## src/rtl/idu_pkg.sv

```systemverilog
// Shared definitions for the instruction decode unit: RV32I opcodes, ALU op
// encodings, dec_ctrl bit positions, exception causes and the decoded beat
// layout carried through the skid buffer.
package idu_pkg;

    // RV32I major opcodes
    localparam logic [6:0] LUI      = 7'b0110111;
    localparam logic [6:0] AUIPC    = 7'b0010111;
    localparam logic [6:0] JAL      = 7'b1101111;
    localparam logic [6:0] JALR     = 7'b1100111;
    localparam logic [6:0] BRANCH   = 7'b1100011;
    localparam logic [6:0] LOAD     = 7'b0000011;
    localparam logic [6:0] STORE    = 7'b0100011;
    localparam logic [6:0] OP_IMM   = 7'b0010011;
    localparam logic [6:0] OP       = 7'b0110011;
    localparam logic [6:0] MISC_MEM = 7'b0001111;
    localparam logic [6:0] SYSTEM   = 7'b1110011;

    // ALU operation presented on dec_fn
    typedef enum logic [3:0] {
        ADD   = 4'd0,
        SUB   = 4'd1,
        SLL   = 4'd2,
        SLT   = 4'd3,
        SLTU  = 4'd4,
        XOR   = 4'd5,
        SRL   = 4'd6,
        SRA   = 4'd7,
        OR    = 4'd8,
        AND   = 4'd9,
        PASSB = 4'd10
    } alu_fn_e;

    // dec_ctrl bit positions
    localparam int unsigned CTRL_RF_WE     = 0;
    localparam int unsigned CTRL_MEM_RD    = 1;
    localparam int unsigned CTRL_MEM_WR    = 2;
    localparam int unsigned CTRL_BRANCH    = 3;
    localparam int unsigned CTRL_JAL       = 4;
    localparam int unsigned CTRL_JALR      = 5;
    localparam int unsigned CTRL_SRC_A_PC  = 6;
    localparam int unsigned CTRL_SRC_B_IMM = 7;

    // Exception cause carried with a beat
    typedef enum logic [1:0] {
        CAUSE_NONE           = 2'b00,
        CAUSE_FETCH_MISALIGN = 2'b01,
        CAUSE_ILLEGAL        = 2'b10
    } cause_e;

    // Occupancy of the main/skid pair
    typedef enum logic [1:0] {
        ST_EMPTY,
        ST_ONE,
        ST_TWO
    } skid_state_e;

    // Everything the decoder derives from one instruction word
    typedef struct packed {
        logic [4:0]  rs1;
        logic [4:0]  rs2;
        logic [4:0]  rd;
        logic [2:0]  funct3;
        logic [31:0] imm;
        alu_fn_e     fn;
        logic [7:0]  ctrl;
        logic        exc;
        cause_e      cause;
    } dec_fields_t;

    // One stored decode beat
    typedef struct packed {
        logic [31:0] pc;
        dec_fields_t f;
    } dec_beat_t;

    // OP/OP-IMM funct3 to ALU op; alt is instr[30] already qualified by the caller
    function automatic alu_fn_e alu_from_funct3(input logic [2:0] funct3,
                                                input logic       sub_sel,
                                                input logic       sra_sel);
        alu_fn_e fn;
        case (funct3)
            3'b000:  fn = sub_sel ? SUB : ADD;
            3'b001:  fn = SLL;
            3'b010:  fn = SLT;
            3'b011:  fn = SLTU;
            3'b100:  fn = XOR;
            3'b101:  fn = sra_sel ? SRA : SRL;
            3'b110:  fn = OR;
            default: fn = AND;
        endcase
        return fn;
    endfunction

endpackage

```

## src/rtl/idu_if.sv

```systemverilog
// Fetch-side and execute-side handshake/bus signals of the decode unit.
// slave is the decode unit's view, master is the surrounding pipeline's view.
interface idu_if;

    // fetch side
    logic        instr_valid;
    logic [31:0] instruction;
    logic [31:0] pc_to_EXE;
    logic        addr_unaligned;
    logic        EXE_ready;
    logic        EXE_flush;
    logic        INT_flush;

    // execute side
    logic        dec_valid;
    logic        dec_ready;
    logic [31:0] dec_pc;
    logic [4:0]  dec_rs1;
    logic [4:0]  dec_rs2;
    logic [4:0]  dec_rd;
    logic [2:0]  dec_funct3;
    logic [31:0] dec_imm;
    logic [3:0]  dec_fn;
    logic [7:0]  dec_ctrl;
    logic        dec_exc;
    logic [1:0]  dec_cause;

    modport slave (
        input  instr_valid, instruction, pc_to_EXE, addr_unaligned,
               EXE_flush, INT_flush, dec_ready,
        output EXE_ready, dec_valid, dec_pc, dec_rs1, dec_rs2, dec_rd,
               dec_funct3, dec_imm, dec_fn, dec_ctrl, dec_exc, dec_cause
    );

    modport master (
        output instr_valid, instruction, pc_to_EXE, addr_unaligned,
               EXE_flush, INT_flush, dec_ready,
        input  EXE_ready, dec_valid, dec_pc, dec_rs1, dec_rs2, dec_rd,
               dec_funct3, dec_imm, dec_fn, dec_ctrl, dec_exc, dec_cause
    );

endinterface

```

## src/rtl/idu_decoder.sv

```systemverilog
// Combinational RV32I decoder: register fields, immediate, ALU op, control
// bits and exception cause for one instruction word.
// Optional: IDU_ILLEGAL_CHK_EN enables illegal-instruction detection (cause 10).
module idu_decoder
    import idu_pkg::*;
(
    input  logic [31:0] instruction,
    input  logic        addr_unaligned,
    output dec_fields_t fields
);

    logic [6:0]  opcode;
    logic [2:0]  funct3;
    logic        illegal;
    logic [31:0] imm_i;
    logic [31:0] imm_s;
    logic [31:0] imm_b;
    logic [31:0] imm_u;
    logic [31:0] imm_j;

    assign opcode = instruction[6:0];
    assign funct3 = instruction[14:12];

    assign imm_i = {{20{instruction[31]}}, instruction[31:20]};
    assign imm_s = {{20{instruction[31]}}, instruction[31:25], instruction[11:7]};
    assign imm_b = {{19{instruction[31]}}, instruction[31], instruction[7],
                    instruction[30:25], instruction[11:8], 1'b0};
    assign imm_u = {instruction[31:12], 12'b0};
    assign imm_j = {{11{instruction[31]}}, instruction[31], instruction[19:12],
                    instruction[20], instruction[30:21], 1'b0};

`ifdef IDU_ILLEGAL_CHK_EN
    logic [6:0] funct7;
    assign funct7 = instruction[31:25];

    // Flag opcodes outside RV32I and funct7 encodings the ALU mapping cannot honour
    always_comb begin
        illegal = 1'b0;
        case (opcode)
            LUI, AUIPC, JAL, JALR, BRANCH, LOAD, STORE, MISC_MEM, SYSTEM: illegal = 1'b0;
            OP_IMM: begin
                if ((funct3 == 3'b001 || funct3 == 3'b101) &&
                    funct7 != 7'h00 && funct7 != 7'h20)
                    illegal = 1'b1;
            end
            OP: begin
                if (!(funct7 == 7'h00 ||
                      (funct7 == 7'h20 && (funct3 == 3'b000 || funct3 == 3'b101))))
                    illegal = 1'b1;
            end
            default: illegal = 1'b1;
        endcase
    end
`else
    assign illegal = 1'b0;
`endif

    // Per-opcode immediate, ALU op and control, then exception masking
    always_comb begin
        fields        = '0;
        fields.rs1    = instruction[19:15];
        fields.rs2    = instruction[24:20];
        fields.rd     = instruction[11:7];
        fields.funct3 = funct3;
        fields.fn     = ADD;

        case (opcode)
            LUI: begin
                fields.imm                  = imm_u;
                fields.fn                   = PASSB;
                fields.ctrl[CTRL_RF_WE]     = 1'b1;
                fields.ctrl[CTRL_SRC_B_IMM] = 1'b1;
            end
            AUIPC: begin
                fields.imm                  = imm_u;
                fields.ctrl[CTRL_RF_WE]     = 1'b1;
                fields.ctrl[CTRL_SRC_A_PC]  = 1'b1;
                fields.ctrl[CTRL_SRC_B_IMM] = 1'b1;
            end
            JAL: begin
                fields.imm                  = imm_j;
                fields.ctrl[CTRL_RF_WE]     = 1'b1;
                fields.ctrl[CTRL_JAL]       = 1'b1;
                fields.ctrl[CTRL_SRC_A_PC]  = 1'b1;
                fields.ctrl[CTRL_SRC_B_IMM] = 1'b1;
            end
            JALR: begin
                fields.imm                  = imm_i;
                fields.ctrl[CTRL_RF_WE]     = 1'b1;
                fields.ctrl[CTRL_JALR]      = 1'b1;
                fields.ctrl[CTRL_SRC_B_IMM] = 1'b1;
            end
            BRANCH: begin
                fields.imm               = imm_b;
                fields.fn                = SUB;
                fields.ctrl[CTRL_BRANCH] = 1'b1;
            end
            LOAD: begin
                fields.imm                  = imm_i;
                fields.ctrl[CTRL_RF_WE]     = 1'b1;
                fields.ctrl[CTRL_MEM_RD]    = 1'b1;
                fields.ctrl[CTRL_SRC_B_IMM] = 1'b1;
            end
            STORE: begin
                fields.imm                  = imm_s;
                fields.ctrl[CTRL_MEM_WR]    = 1'b1;
                fields.ctrl[CTRL_SRC_B_IMM] = 1'b1;
            end
            OP_IMM: begin
                fields.imm                  = imm_i;
                fields.fn                   = alu_from_funct3(funct3, 1'b0, instruction[30]);
                fields.ctrl[CTRL_RF_WE]     = 1'b1;
                fields.ctrl[CTRL_SRC_B_IMM] = 1'b1;
            end
            OP: begin
                fields.fn               = alu_from_funct3(funct3, instruction[30], instruction[30]);
                fields.ctrl[CTRL_RF_WE] = 1'b1;
            end
            MISC_MEM, SYSTEM: begin
                fields.imm = imm_i;
            end
            default: begin
                fields.imm = '0;
            end
        endcase

        fields.exc = addr_unaligned || illegal;
        if (addr_unaligned)
            fields.cause = CAUSE_FETCH_MISALIGN;
        else if (illegal)
            fields.cause = CAUSE_ILLEGAL;
        else
            fields.cause = CAUSE_NONE;

        // an excepting beat must not write state or redirect the pipeline
        if (fields.exc) begin
            fields.ctrl[CTRL_RF_WE]  = 1'b0;
            fields.ctrl[CTRL_MEM_RD] = 1'b0;
            fields.ctrl[CTRL_MEM_WR] = 1'b0;
            fields.ctrl[CTRL_BRANCH] = 1'b0;
            fields.ctrl[CTRL_JAL]    = 1'b0;
            fields.ctrl[CTRL_JALR]   = 1'b0;
        end
    end

endmodule

```

## src/rtl/idu.sv

```systemverilog
// Instruction decode unit: decodes the fetch beat combinationally and holds
// results in a main/skid register pair so that EXE_ready is a flop output.
// Optional: IDU_ILLEGAL_CHK_EN (see idu_decoder) enables illegal detection.
module idu
    import idu_pkg::*;
#(
    parameter int unsigned XLEN = 32
) (
    input  logic clk,
    input  logic rst,
    idu_if.slave bus
);

    dec_fields_t     fields;
    dec_beat_t       beat_in;
    dec_beat_t       main_q;
    dec_beat_t       skid_q;
    skid_state_e     state;
    logic            valid_q;
    logic            ready_q;
    logic            accept;
    logic            flush;
    logic [XLEN-1:0] pc_in;

    assign pc_in  = bus.pc_to_EXE;
    assign accept = bus.instr_valid && ready_q;
    assign flush  = bus.EXE_flush || bus.INT_flush;

    idu_decoder u_decoder (
        .instruction    (bus.instruction),
        .addr_unaligned (bus.addr_unaligned),
        .fields         (fields)
    );

    // Assemble the beat that would be captured on acceptance
    always_comb begin
        beat_in    = '0;
        beat_in.pc = 32'(pc_in);
        beat_in.f  = fields;
    end

    // Skid FSM: EXE_ready is registered as the next-state "skid empty"
    always_ff @(posedge clk or posedge rst) begin
        if (rst) begin
            state   <= ST_EMPTY;
            valid_q <= 1'b0;
            ready_q <= 1'b1;
            main_q  <= '0;
            skid_q  <= '0;
        end else if (flush) begin
            state   <= ST_EMPTY;
            valid_q <= 1'b0;
            ready_q <= 1'b1;
        end else begin
            case (state)
                ST_EMPTY: begin
                    if (accept) begin
                        main_q  <= beat_in;
                        valid_q <= 1'b1;
                        state   <= ST_ONE;
                    end
                end
                ST_ONE: begin
                    if (accept && bus.dec_ready) begin
                        main_q <= beat_in;
                    end else if (accept) begin
                        skid_q  <= beat_in;
                        ready_q <= 1'b0;
                        state   <= ST_TWO;
                    end else if (bus.dec_ready) begin
                        valid_q <= 1'b0;
                        state   <= ST_EMPTY;
                    end
                end
                ST_TWO: begin
                    if (bus.dec_ready) begin
                        main_q  <= skid_q;
                        ready_q <= 1'b1;
                        state   <= ST_ONE;
                    end
                end
                default: begin
                    state   <= ST_EMPTY;
                    valid_q <= 1'b0;
                    ready_q <= 1'b1;
                end
            endcase
        end
    end

    assign bus.EXE_ready  = ready_q;
    assign bus.dec_valid  = valid_q;
    assign bus.dec_pc     = main_q.pc;
    assign bus.dec_rs1    = main_q.f.rs1;
    assign bus.dec_rs2    = main_q.f.rs2;
    assign bus.dec_rd     = main_q.f.rd;
    assign bus.dec_funct3 = main_q.f.funct3;
    assign bus.dec_imm    = main_q.f.imm;
    assign bus.dec_fn     = main_q.f.fn;
    assign bus.dec_ctrl   = main_q.f.ctrl;
    assign bus.dec_exc    = main_q.f.exc;
    assign bus.dec_cause  = main_q.f.cause;

endmodule

```

## src/flat_wrapper.sv

```systemverilog
// flat-port wrapper written by rule: the top's interface ports become plain ports
module idu_flat import idu_pkg::*;
#(
    parameter int unsigned XLEN = 32
)
  (clk, rst, bus_instr_valid, bus_instruction, bus_pc_to_EXE, bus_addr_unaligned, bus_EXE_flush, bus_INT_flush, bus_dec_ready, bus_EXE_ready, bus_dec_valid, bus_dec_pc, bus_dec_rs1, bus_dec_rs2, bus_dec_rd, bus_dec_funct3, bus_dec_imm, bus_dec_fn, bus_dec_ctrl, bus_dec_exc, bus_dec_cause);
  idu_if bus_i ();
  input  logic clk;
  input  logic rst;
  input wire logic [$bits(bus_i.instr_valid)-1:0] bus_instr_valid;
  input wire logic [$bits(bus_i.instruction)-1:0] bus_instruction;
  input wire logic [$bits(bus_i.pc_to_EXE)-1:0] bus_pc_to_EXE;
  input wire logic [$bits(bus_i.addr_unaligned)-1:0] bus_addr_unaligned;
  input wire logic [$bits(bus_i.EXE_flush)-1:0] bus_EXE_flush;
  input wire logic [$bits(bus_i.INT_flush)-1:0] bus_INT_flush;
  input wire logic [$bits(bus_i.dec_ready)-1:0] bus_dec_ready;
  output wire logic [$bits(bus_i.EXE_ready)-1:0] bus_EXE_ready;
  output wire logic [$bits(bus_i.dec_valid)-1:0] bus_dec_valid;
  output wire logic [$bits(bus_i.dec_pc)-1:0] bus_dec_pc;
  output wire logic [$bits(bus_i.dec_rs1)-1:0] bus_dec_rs1;
  output wire logic [$bits(bus_i.dec_rs2)-1:0] bus_dec_rs2;
  output wire logic [$bits(bus_i.dec_rd)-1:0] bus_dec_rd;
  output wire logic [$bits(bus_i.dec_funct3)-1:0] bus_dec_funct3;
  output wire logic [$bits(bus_i.dec_imm)-1:0] bus_dec_imm;
  output wire logic [$bits(bus_i.dec_fn)-1:0] bus_dec_fn;
  output wire logic [$bits(bus_i.dec_ctrl)-1:0] bus_dec_ctrl;
  output wire logic [$bits(bus_i.dec_exc)-1:0] bus_dec_exc;
  output wire logic [$bits(bus_i.dec_cause)-1:0] bus_dec_cause;
  assign bus_i.instr_valid = bus_instr_valid;
  assign bus_i.instruction = bus_instruction;
  assign bus_i.pc_to_EXE = bus_pc_to_EXE;
  assign bus_i.addr_unaligned = bus_addr_unaligned;
  assign bus_i.EXE_flush = bus_EXE_flush;
  assign bus_i.INT_flush = bus_INT_flush;
  assign bus_i.dec_ready = bus_dec_ready;
  assign bus_EXE_ready = bus_i.EXE_ready;
  assign bus_dec_valid = bus_i.dec_valid;
  assign bus_dec_pc = bus_i.dec_pc;
  assign bus_dec_rs1 = bus_i.dec_rs1;
  assign bus_dec_rs2 = bus_i.dec_rs2;
  assign bus_dec_rd = bus_i.dec_rd;
  assign bus_dec_funct3 = bus_i.dec_funct3;
  assign bus_dec_imm = bus_i.dec_imm;
  assign bus_dec_fn = bus_i.dec_fn;
  assign bus_dec_ctrl = bus_i.dec_ctrl;
  assign bus_dec_exc = bus_i.dec_exc;
  assign bus_dec_cause = bus_i.dec_cause;
  idu #(.XLEN(XLEN)) u_core (.clk(clk), .rst(rst), .bus(bus_i));
endmodule
```

## config.mk

```make
export PLATFORM = sky130hd
export DESIGN_NAME = idu_flat
export DESIGN_NICKNAME = d
export VERILOG_FILES = /design/src/rtl/idu_pkg.sv /design/src/rtl/idu_if.sv /design/src/rtl/idu_decoder.sv /design/src/rtl/idu.sv /design/src/flat_wrapper.sv
export SDC_FILE = /design/constraint.sdc
export NUM_CORES = 1
export LEC_CHECK = 0
export ABC_AREA = 1
export CORE_MARGIN = 3
export CORE_UTILIZATION = 43
export DETAILED_ROUTE_END_ITERATION = 10
export DONT_BUFFER_PORTS = 1
export SYNTH_ARGS = -nofsm -noshare
export SYNTH_HDL_FRONTEND = slang
export SYNTH_SLANG_ARGS = --single-unit
```

## constraint.sdc

```tcl
create_clock -name clk -period 17.5 [get_ports clk]
set_input_delay 0.875 -clock clk [delete_from_list [all_inputs] [get_ports clk]]
set_output_delay 0.875 -clock clk [all_outputs]
set_load 0.02 [all_outputs]
```

==> impl_metrics.csv <==
group,metric,value,unit
run_status,outcome,"complete, no violations",
detailed_routing,drcViolationCount,0,
power_and_ir_drop,leakage,4.78,nW
global_route,grt_pass1_vias,6211,
final_layout,drive_above_1_share,0.0621,
logic_synthesis,syn-num-nets,1162,
sta,finalSetupViolations,0,
floorplanning,start_util,0.445,
final_layout,mostFrequentLayoutCell,"nand2_1",
sta,relSlewSlack,0.353,
floorplanning,die_h,149,um
critical_path,crit_fanout,96,
detailed_routing,drt-initial-drc-count,576,
logic_synthesis,syn_avg_cell_area,8.10,sq um
placed_design,place_congestion,0.837,
final_layout,layout_common_cells,"336 x nand2_1, 193 x dfrtp_1, 159 x o21ai_0",
final_layout,syn2layout_area_growth,7.31,%
sta,slew_violations,0,
clock_tree,cts_inserted_buffers,17,
sta,final_hold_viol_count,0,
detailed_routing,antenna_left,0,
global_route,grt_pass1_wl,34.8,mm
clock_tree,cts-resized-gates,0,
floorplanning,die_x,149,um
detailed_routing,wl_per_cell,16.2,um
sta,setup_tns,0,ns
clock_tree,htreeDepth,4,
floorplanning,die_area,22300,sq um
final_layout,multi_input_area,3380,sq um
logic_synthesis,synth.cell_area,8830,sq um
sta,max_freq,279,MHz
final_layout,antenna_cells,0,
detailed_routing,wirelength,21.5,mm
sta,period_needed,3.58,ns
critical_path,setup.worst_path.start_class,"register",
critical_path,critPathKind,"reg -> reg",
clock_tree,cts_hold_buf,0,
clock_tree,path_clk_slew,0.07,ns
clock_tree,cts_tree,"built",
final_layout,regArea,4860,sq um
clock_tree,cts-root-buf,"clkbuf_16",
final_layout,utilization,0.478,
power_and_ir_drop,peakVddDrop,0.0000714,V
critical_path,crit_path_end_kind,"register",
global_route,antenna_found_initial,0,
sta,clock_skew,0.00737,ns
final_layout,final_nets,1121,
critical_path,required,17.77,ns
placed_design,post-place-ws,13.91,ns
global_route,grt_max_degree,121,
floorplanning,ios,170,
logic_synthesis,yosysSeqAreaShare,0.550,
critical_path,arrival,3.85,ns
floorplanning,num_rows,51,
global_route,grt_usage,0.198,
final_layout,fillers,1977,
detailed_routing,vias_per_cell,5.12,
global_route,grt_overflow,0,
logic_synthesis,synthCells,1091,
floorplanning,core,19800,sq um
clock_tree,clockBufferDepth,2,
logic_synthesis,ys_warn_count,0,
power_and_ir_drop,power-per-cell-area,121,nW/um^2
detailed_routing,firstDrtPassIters,5,
detailed_routing,vias,6800,
placed_design,dp_hpwl,14.2,mm
flow_run,drv_cap,0,
sta,worst_slack,13.92,ns
placed_design,portBuffers,0,
sta,fin_crit_sh,0.205,
clock_tree,clkLatencyLatePin,0.43,ns
sta,rsz0062_at_grt,"no",
logic_synthesis,ys_types,34,
hold_path,hold_path.class,"in -> async",
sta,tightestPinTransition,0.970,ns
clock_tree,cts.sinks,194,
clock_tree,post-cts-setup-buffers,0,
logic_synthesis,synth_seq_cells,194,
[flip-flops by register name, summed over array words and instances (netlist names)]
signal / flops
u_core.bus.dec_rd: 5
u_core.bus.dec_imm: 32
u_core.bus.dec_funct3: 3
u_core.bus.dec_pc: 32
u_core.bus.dec_rs1: 5
u_core.skid_q: 95
u_core.bus.dec_ctrl: 8
u_core.bus.dec_rs2: 5
u_core.bus.dec_valid: 1
u_core.bus.dec_fn: 4
u_core.bus.dec_cause: 1
u_core.bus.EXE_ready: 1
u_core.state: 2
[metrics by stage]
step | total power, mW | cell area [sq um] | hold WS, ns | cells
CTS | 1.16 | 9480 | 0.485 | 1328
global route | 1.21 | 9480 | 0.513 | 1328
detailed placement | 0.768 | 8910 | 0.469 | 1296
finish | 1.14 | 9480 | 0.408 | 1328
global placement | 0.764 | 8910 | 0.460 | 1296
floorplan | 0.732 | 8830 | 0.444 | 1091
[final timing paths]
check	from	to	slack [ns]	depth (start not counted)
worst max-delay path	u_core.state[1]	u_core.bus.dec_rs1[2]	13.92	9
worst min-delay path	rst	u_core.bus.dec_imm[26]	0.41	1
worst max register to register	u_core.state[1]	u_core.bus.dec_rs1[2]	13.92	9
worst min register to register	u_core.skid_q[65]	u_core.skid_q[65]	0.48	2
max in group asynchronous	rst	u_core.bus.dec_imm[21]	15.52	2
min in group clk	u_core.skid_q[65]	u_core.skid_q[65]	0.48	2
[synthesized netlist by cell type, drive strengths merged]
cell type / instances / share of area
nand2: 341 / 0.15
dfrtp: 193 / 0.55
o21ai: 186 / 0.11
nor2: 118 / 0.054
inv: 77 / 0.033
buf: 41 / 0.026
nand3: 38 / 0.023
a31oi: 27 / 0.019
clkbuf: 25 / 0.011
a21oi: 19 / 0.011
nor3: 6 / 0.0034
a22o: 3 / 0.0030
o21a: 3 / 0.0025
a22oi: 2 / 0.0017
a2bb2oi: 2 / 0.0020
nand4: 2 / 0.0031
o22ai: 2 / 0.0014
a21boi: 1 / 0.00085
a32oi: 1 / 0.00099
conb: 1 / 0.00042
dfstp: 1 / 0.0030
o2111ai: 1 / 0.00099
o31ai: 1 / 0.00085
[layer usage]
| metal | vias to the layer above | track usage | routed length (um) |
|---|---|---|---|
| met2 | 184 | 0.283 | 9260 |
| met5 | - | 0 | 0 |
| li1 | 3431 | - | - |
| met3 | 21 | 0.0526 | 1670 |
| met4 | 0 | 0.0618 | 386 |
| met1 | 3164 | 0.296 | 10200 |
[critical path, cell delays in order (launching register included)]
cell and delay, ns:
dfrtp_1 0.41, inv_2 0.07, nor2_4 0.63, buf_4 0.55
inv_2 0.07, a21boi_1 0.22, nand2_4 0.50, buf_4 0.59
nand2_1 0.17, o21ai_0 0.09
[power by group]
part	total [mW]	internal [mW]	switching (mW)
registers	0.637	0.537	0.0993
logic	0.121	0.0480	0.0728
clock network	0.386	0.201	0.185
total	1.14	0.786	0.357
[kinds of logic (layout without fill, tap and decap cells)]
kind of cell,after synthesis,count (layout),synth area share
AO/OA/AOI/OAI,248,248,0.151
AND/OR/NAND/NOR,505,505,0.230
other,1,1,0.000424
flip-flops,194,194,0.550
buffers and inverters,143,115,0.0695
[layout make-up]
cell class	count	area share
sequential	194	0.512
multi-input combinational	754	0.356
tap	265	0.0350
clock inverter	15	0.0157
inverter	77	0.0313
timing repair buffer	6	0.00475
clock buffer	17	0.0449
(Power assumes the default switching activity.)
